===== src/rtl/fpa_arb_pkg.sv =====
// Shared types for the FPA arbiter: the operand word and the arbiter FSM states.
package fpa_arb_pkg;

    localparam int FP_W = 32;

    typedef logic [FP_W-1:0] fp32_t;

    typedef enum logic [1:0] {
        IDLE = 2'd0,
        EXEC = 2'd1,
        RESP = 2'd2
    } arb_state_t;

endpackage


===== src/rtl/fpa_arbiter_rr_pick.sv =====
// Combinational round-robin picker: the first asserted req at or after ptr wins,
// wrapping modulo NREQ.
module rr_pick #(
    parameter int NREQ = 4,
    parameter int ID_W = $clog2(NREQ)
) (
    input  logic [NREQ-1:0] req,
    input  logic [ID_W-1:0] ptr,
    output logic [NREQ-1:0] gnt,
    output logic [ID_W-1:0] idx,
    output logic            any
);

    logic [ID_W-1:0] w_cand;

    always_comb begin
        gnt    = '0;
        idx    = '0;
        any    = 1'b0;
        w_cand = '0;
        for (int k = 0; k < NREQ; k++) begin
            w_cand = ID_W'((int'(ptr) + k) % NREQ);
            if (!any && req[w_cand]) begin
                any         = 1'b1;
                gnt[w_cand] = 1'b1;
                idx         = w_cand;
            end
        end
    end

endmodule


===== src/rtl/fpa_arbiter.sv =====
// Round-robin arbiter sharing one external combinational FP32 adder among NREQ requesters.
// Optional macro FPA_ARB_OPCNT_EN adds op_count, a count of response handshakes.
module fpa_arbiter
    import fpa_arb_pkg::*;
#(
    parameter int  NREQ = 4,
    localparam int ID_W = $clog2(NREQ)
) (
    input  logic                 clk,
    input  logic                 rst_n,
    input  logic [NREQ-1:0]      req_valid,
    input  logic [NREQ*FP_W-1:0] req_a,
    input  logic [NREQ*FP_W-1:0] req_b,
    output logic [NREQ-1:0]      req_ready,
    output logic                 rsp_valid,
    input  logic                 rsp_ready,
    output fp32_t                rsp_sum,
    output logic [ID_W-1:0]      rsp_id,
    output fp32_t                fpa_a,
    output fp32_t                fpa_b,
    input  fp32_t                fpa_s
`ifdef FPA_ARB_OPCNT_EN
    ,
    output logic [31:0]          op_count
`endif
);

    arb_state_t      r_state;
    arb_state_t      w_nextState;
    logic [ID_W-1:0] r_ptr;
    logic [ID_W-1:0] r_idQ;

    logic [NREQ-1:0] w_gnt;
    logic [ID_W-1:0] w_idx;
    logic            w_any;
    logic            w_window;
    logic            w_accept;
    logic            w_rspHandshake;

    fp32_t w_opA [NREQ];
    fp32_t w_opB [NREQ];

    for (genvar g = 0; g < NREQ; g++) begin : g_unpack
        assign w_opA[g] = req_a[g*FP_W +: FP_W];
        assign w_opB[g] = req_b[g*FP_W +: FP_W];
    end

    rr_pick #(
        .NREQ (NREQ),
        .ID_W (ID_W)
    ) u_pick (
        .req  (req_valid),
        .ptr  (r_ptr),
        .gnt  (w_gnt),
        .idx  (w_idx),
        .any  (w_any)
    );

    // A new request may enter while idle, or in the same cycle the held result drains.
    always_comb begin
        rsp_valid      = (r_state == RESP);
        w_rspHandshake = rsp_valid && rsp_ready;
        w_window       = (r_state == IDLE) || w_rspHandshake;
        w_accept       = w_window && w_any;
        req_ready      = w_window ? w_gnt : '0;
        w_nextState    = r_state;
        case (r_state)
            IDLE: if (w_accept) w_nextState = EXEC;
            EXEC: w_nextState = RESP;
            RESP: begin
                if (w_accept)            w_nextState = EXEC;
                else if (w_rspHandshake) w_nextState = IDLE;
            end
            default: w_nextState = IDLE;
        endcase
    end

    always_ff @(posedge clk or negedge rst_n) begin
        if (!rst_n) r_state <= IDLE;
        else        r_state <= w_nextState;
    end

    always_ff @(posedge clk or negedge rst_n) begin
        if (!rst_n) begin
            r_ptr   <= '0;
            r_idQ   <= '0;
            fpa_a   <= '0;
            fpa_b   <= '0;
            rsp_sum <= '0;
            rsp_id  <= '0;
        end else begin
            if (w_accept) begin
                fpa_a <= w_opA[w_idx];
                fpa_b <= w_opB[w_idx];
                r_idQ <= w_idx;
                r_ptr <= (w_idx == ID_W'(NREQ-1)) ? '0 : w_idx + 1'b1;
            end
            // The adder settles during EXEC; its output is frozen here for the consumer.
            if (r_state == EXEC) begin
                rsp_sum <= fpa_s;
                rsp_id  <= r_idQ;
            end
        end
    end

`ifdef FPA_ARB_OPCNT_EN
    always_ff @(posedge clk or negedge rst_n) begin
        if (!rst_n)              op_count <= '0;
        else if (w_rspHandshake) op_count <= op_count + 32'd1;
    end
`endif

    a_gntOneHot: assert property (@(posedge clk) disable iff (!rst_n)
        $onehot0(req_ready));

    a_rspHold: assert property (@(posedge clk) disable iff (!rst_n)
        rsp_valid && !rsp_ready |=> rsp_valid && $stable(rsp_sum) && $stable(rsp_id));

endmodule

===== config.mk =====
export PLATFORM = sky130hd
export DESIGN_NAME = fpa_arbiter
export DESIGN_NICKNAME = d
export VERILOG_FILES = /design/src/rtl/fpa_arb_pkg.sv /design/src/rtl/fpa_arbiter_rr_pick.sv /design/src/rtl/fpa_arbiter.sv
export SDC_FILE = /design/constraint.sdc
export NUM_CORES = 1
export LEC_CHECK = 0
export BUFFER_PORTS_ARGS = -buffer_cell sky130_fd_sc_hd__buf_2
export CORE_AREA = 5 5 152 154
export CTS_BUF_LIST = sky130_fd_sc_hd__clkbuf_8
export CTS_CLUSTER_DIAMETER = 120
export DETAILED_ROUTE_END_ITERATION = 16
export DIE_AREA = 0 0 157 159
export SLEW_MARGIN = 20
export SYNTH_ARGS = -nofsm -noshare
export SYNTH_HDL_FRONTEND = slang
export SYNTH_HIERARCHICAL = 1
export SYNTH_SLANG_ARGS = --single-unit
export TNS_END_PERCENT = 100

===== constraint.sdc =====
create_clock -name clk -period 10.2 [get_ports clk]
set_clock_uncertainty 0.2 [all_clocks]
set_input_delay 1.02 -clock clk [delete_from_list [all_inputs] [get_ports clk]]
set_output_delay 1.02 -clock clk [all_outputs]
set_load 0.03 [all_outputs]

=== Yosys cells after proc, flatten, opt, wreduce, memory -nomap -nowiden ===
Index checks and enable logic that the tools add are counted.

* Register bits after elaboration: 104
* Output and inout port bits: 103
* Input port bits: 295

* Equal/unequal tests: 5
* Add/sub/neg operators: 4
* Bitwise operators: 4
* Reduce and logical (&&, ||, !) cells: 15
* Muxes and demuxes: 40
* Order comparisons: 9

{| class="wikitable"
|+ Operators by type and width
! kind !! count
|-
| 32-bit binary-select mux with 2-bit select || 2
|-
| 32-bit 2-to-1 mux || 4
|-
| 4-bit 2-to-1 mux || 5
|-
| 2-bit 2-to-1 mux || 8
|-
| 2-bit by 3-bit less-than comparator with 1-bit output, second input constant || 4
|-
| 1-bit 2-to-1 mux || 12
|-
| 4-bit OR || 3
|-
| 1-bit logical AND || 9
|-
| 1-bit binary-select mux with 2-bit select || 4
|-
| 1-bit demux with 2-bit select || 4
|-
| 2-bit by 1-bit >= comparator with 1-bit output, second input constant || 4
|-
| 2-bit case mux with 3 select lines || 1
|-
| 2-bit by 1-bit adder with 2-bit output, second input constant || 2
|-
| 2-bit adder, second input constant || 2
|-
| 2-bit equality test, second input constant || 2
|-
| 3-bit >= comparator, second input constant || 1
|-
| 1-bit zero test || 3
|-
| 3-bit by 1-bit inequality test with 1-bit output, second input constant || 1
|-
| 2-bit inverter with 3-bit output || 1
|-
| 2-bit by 1-bit equality test with 1-bit output, second input constant || 1
|-
| 2-bit zero test || 1
|-
| 2-bit inequality test, second input constant || 1
|-
| 2-bit AND reduction || 1
|-
| 1-bit logical OR || 1
|}

=== Longest topological paths before layout ===
* Word-level depth: 16
* Depth in mapped cells: 12

=== Hierarchy ===
Netlist, hierarchy kept.

{| class="wikitable"
|+ By module, submodules not included
! module !! seq. area each (sq um) !! instances !! area each (sq um) !! cells each
|-
| fpa_arbiter || 2,602.5 || 1 || 5,436.5 || 308
|-
| rr_pick || 0.0 || 1 || 422.9 || 45
|}

=== Worst setup path after synthesis ===
Ideal clock, no wire load.

* Path kind: input port to flip-flop
* Start point: in req_valid[2]
* End point: reg fpa_a[0]
* Path buffers: 3
* Setup time: 125 ps
* Stages: 7
* Arrival: 3,393 ps
* Required time: 9,875 ps
* Path slack: 6,483 ps
* Path through: mux4_1 -> clkbuf_1 -> o31ai_1 -> buf_6 -> buf_6 -> mux4_2 -> mux2_2

* Longest elaborated chain between the ends: 16
* Elaborated cells on any way between the ends: 27

{| class="wikitable"
|+ RTL lines
! element !! RTL line !! text
|-
| from (decl) || fpa_arbiter.sv:11 || <nowiki>input logic [NREQ-1:0] req_valid,</nowiki>
|-
| 1-bit binary-select mux with 2-bit select || fpa_arbiter_rr_pick.sv:23 || <nowiki>if (!any && req[w_cand]) begin</nowiki>
|-
| 1-bit 2-to-1 mux (not written as such) || fpa_arbiter_rr_pick.sv:23 ||
|-
| 1-bit 2-to-1 mux || fpa_arbiter_rr_pick.sv:23 ||
|-
| 1-bit zero test || fpa_arbiter_rr_pick.sv:23 ||
|-
| 1-bit logical AND || fpa_arbiter_rr_pick.sv:23 ||
|-
| 1-bit 2-to-1 mux || fpa_arbiter_rr_pick.sv:23 ||
|-
| 1-bit zero test || fpa_arbiter_rr_pick.sv:23 ||
|-
| 1-bit logical AND || fpa_arbiter_rr_pick.sv:23 ||
|-
| 1-bit 2-to-1 mux || fpa_arbiter_rr_pick.sv:23 ||
|-
| 1-bit zero test || fpa_arbiter_rr_pick.sv:23 ||
|-
| 1-bit logical AND || fpa_arbiter_rr_pick.sv:23 ||
|-
| 2-bit 2-to-1 mux * || fpa_arbiter_rr_pick.sv:23 ||
|-
| named net w_idx[0] || fpa_arbiter.sv:34 || <nowiki>logic [ID_W-1:0] w_idx;</nowiki>
|-
| 2-bit inverter with 3-bit output (not written as such) * || fpa_arbiter.sv:93 || <nowiki>fpa_a <= w_opA[w_idx];</nowiki>
|-
| 32-bit binary-select mux with 2-bit select * || fpa_arbiter.sv:93 ||
|-
| 32-bit 2-to-1 mux (not written as such) * (2 in a row) || fpa_arbiter.sv:93 ||
|-
| to (signal assigned) || fpa_arbiter.sv:93 ||
|-
| to (decl) || fpa_arbiter.sv:19 || <nowiki>output fp32_t fpa_a,</nowiki>
|}

Mark *: on every way through the listed nets, which the timed path passes. The rest lies on a longest branch. The select of a mux whose other input is x is not followed.
A chain may end at the register's enable or synchronous reset.

=== Worst setup path in the final report ===
* Start point: reg r_ptr[0]
* End point: reg fpa_a[25]

* Longest elaborated chain between the ends: 16
* Elaborated cells on any way between the ends: 30

{| class="wikitable"
|+ RTL lines
! element !! RTL line !! text
|-
| from (decl) || fpa_arbiter.sv:30 || <nowiki>logic [ID_W-1:0] r_ptr;</nowiki>
|-
| from (signal assigned) || fpa_arbiter.sv:96 || <nowiki>r_ptr <= (w_idx == ID_W'(NREQ-1)) ? '0 : w_idx + 1'b1;</nowiki>
|-
| parallel branches: the longest is 11 deep, another holds 2-bit by 1-bit adder with 2-bit output || n/a ||
|-
| 2-bit 2-to-1 mux * || fpa_arbiter_rr_pick.sv:23 ||
|-
| named net w_idx[0] || fpa_arbiter.sv:34 ||
|-
| 2-bit inverter with 3-bit output (not written as such) * || fpa_arbiter.sv:93 ||
|-
| 32-bit binary-select mux with 2-bit select * || fpa_arbiter.sv:93 ||
|-
| 32-bit 2-to-1 mux (not written as such) * (2 in a row) || fpa_arbiter.sv:93 ||
|}

Mark *: on every way through the listed nets, which the timed path passes. The select of a mux whose other input is x is not followed.

==> out/metrics.cfg <==
[placed_design]
dp.cells = 1008
dp_hpwl_mm = 15.3
post-place-ws_ns = 5.38
portBuffers = 397
gp_congestion = 0.853

[logic_synthesis]
syn_nets = 654
synth-simple-area-share_pct = 1.75
ys_seq_elements = 104
synth_compound_area_share_pct = 2.58
ys_seq_area_share_pct = 44.4
synth_top_family_by_area = multiplexers
yosysUniqueCellTypes = 30
synth_area_leader_cell = dfrtp_1
synthesis.area_um2 = 5860
synthMuxAreaShare_pct = 46.5
synth.area.top_cells = dfrtp_1, mux4_2, mux2_2
syn_inst = 353
ys_warn_count = 6
synth.top_cell.area_share_pct = 44.4
synth_xor_area_share_pct = 0
syn_avg_cell_area_um2 = 16.6
synthAdderAreaFrac_pct = 1.28

[routing]
drc = 0
dr.first_iter.drc_count = 167
viasPerCell = 4.75
antenna_left = 0
first_pass_iters = 4
vias = 4865
drt_wl_total_mm = 19.2
wl_per_cell_um = 18.8

[worst_setup_path]
worstReg2RegEnd = fpa_a[25]
cp.arrival_ns = 4.69
required_ns = 10.27
start_kind = flip-flop
rr_worst_depth = 10
r2r_slack_ns = 5.58
path_max_fanout = 35
end_kind = flip-flop
regToRegStartpoint = r_ptr[0]
worstSetupPathType = flip-flop to flip-flop

[pwr]
irDropWorstVdd_mv = 0.198
p_per_area_nw_per_um2 = 403
p_leak_nw = 3.94

[final_layout]
n_fill_cell = 2111
final_cell_mix = buf_2, mux2_2, dfrtp_1
postLayoutCoreUtil_pct = 38.6
final_common_cell = buf_2
layout.nets = 1040
syn_to_final_growth_pct = 42.0
drive_gt1_share_pct = 79.8
stdcell_count = 1024
n_antenna_cell = 0

[clock_tree]
numCtsBuffers = 9
cts.sinks = 104
cts_tree = done
clockBufferDepth = 2
post_cts_buffers = 0
cts_root_buffer = clkbuf_8
clkLatencyLatePin_ns = 0.37
clkTransAtPathRegs_ns = 0.11
post_cts_resize_count = 0
h-tree-depth = 3
holdBufCountCts = 0

[die]
rows = 54
die_x_um = 157
die_h_um = 159
core_area_um2 = 21600
start_util_pct = 27.2
io_pins = 398
die_area_um2 = 25000

[timing]
setup_tns_ns = 0
fin_ws_ns = 5.58
whs_ns = 0.309
fin_crit_ns = 4.62
rsz0062_at_grt = false
worstMarginPinSlew_ns = 1.00
fmax_mhz = 216
period_share_pct = 45.3
finalHoldViolCount = 0
slew_headroom_pct = 33.3
setup_viol = 0
maxSlewViolCount = 0

[outcome]
status = complete, no violations

[worst_hold_path]
holdCritStartpoint = fpa_b[17]
hold_class = flip-flop to flip-flop
hold_depth = 1
worstHoldEndpoint = fpa_b[17]

[job]
cap_viol_max_count = 0

[global_route]
overflow = 0
grt_util_all_layers_pct = 15.2
antenna_found_initial = 1
grt_pass1_vias = 5344
grt_pass1_wl_mm = 29.9
grt_max_degree = 69

where the power goes:
part,internal [W],switching (W)
registers,0.000642,0.000120
clock network,0.000122,0.000168
logic,0.00111,0.00119
total,0.00188,0.00148
stage by stage:
stage / area [um^2] / power (W)
after global routing: 8320 / 0.00360
after floorplan: 5860 / 0.00260
after global placement: 8100 / 0.00309
after CTS: 8320 / 0.00343
after detailed placement: 8100 / 0.00313
final: 8320 / 0.00336
critical path, cell delays in order, from the launching register on:
cell	delay, ns
dfrtp_1	0.71
inv_1	0.14
ha_1	0.38
mux4_2	0.44
and2b_2	0.31
o21ai_0	0.14
o31ai_4	0.10
buf_4	0.55
buf_4	0.68
mux4_2	0.58
mux2_2	0.27
cells by family (layout without fill, tap and decap cells):
logic type               after synthesis  count (layout)
AND/OR/NAND/NOR                       15              15
AO/OA/AOI/OAI                         21              21
adder cells (fa/ha/maj)                6               6
flip-flops                           104             104
buffers and inverters                 34             425
multiplexers                         173             173
final cells by class:
type / instances / area [um^2] / area share (%)
timing repair buffer: 403 / 2030 / 24.5
sequential: 104 / 2600 / 31.3
clock inverter: 7 / 100 / 1.20
multi-input combinational: 215 / 3090 / 37.1
clock buffer: 9 / 124 / 1.49
inverter: 6 / 22.5 / 0.271
tap: 280 / 350 / 4.21
cells in the mapped netlist:
cell type	number
a211oi_2	1
a21bo_2	1
a21oi_1	2
a22oi_1	8
a32o_1	1
and2_1	4
and2b_2	1
buf_1	3
buf_2	13
buf_4	2
buf_6	7
clkbuf_1	3
dfrtp_1	104
ha_1	6
inv_1	6
mux2_2	104
mux2i_1	1
mux4_1	3
mux4_2	65
nand2_1	1
nand2b_1	2
nor2_1	3
nor2b_1	1
nor3_1	1
nor4_1	1
nor4b_4	1
o211ai_1	1
o21ai_0	5
o311ai_0	1
o31ai_1	1
worst max path at each step:
stage                       from        end  slack, ns  depth (start not counted)
floorplan           req_valid[2]   fpa_a[0]       6.48                          7
global placement    req_valid[2]  fpa_a[29]       5.43                          9
detailed placement  req_valid[2]  fpa_a[15]       5.38                          9
CTS                     r_ptr[0]  fpa_a[31]       5.46                         10
global route            r_ptr[0]  fpa_a[13]       5.16                         10
finish                  r_ptr[0]  fpa_a[25]       5.58                         10
flip-flops by register name (all words and copies together), names as in the netlist:
register  cells
fpa_b        32
rsp_sum      32
r_idQ         2
rsp_id        2
fpa_a        32
r_ptr         2
r_state       2
routing by layer:
metal  GRT usage (%)  part of all wire [%]
met4            3.27                  0.95
met5               0                  0.10
met2            25.7                    50
met1            19.5                    40
met3            4.19                   8.7
Power figures use the tool's default switching activity.
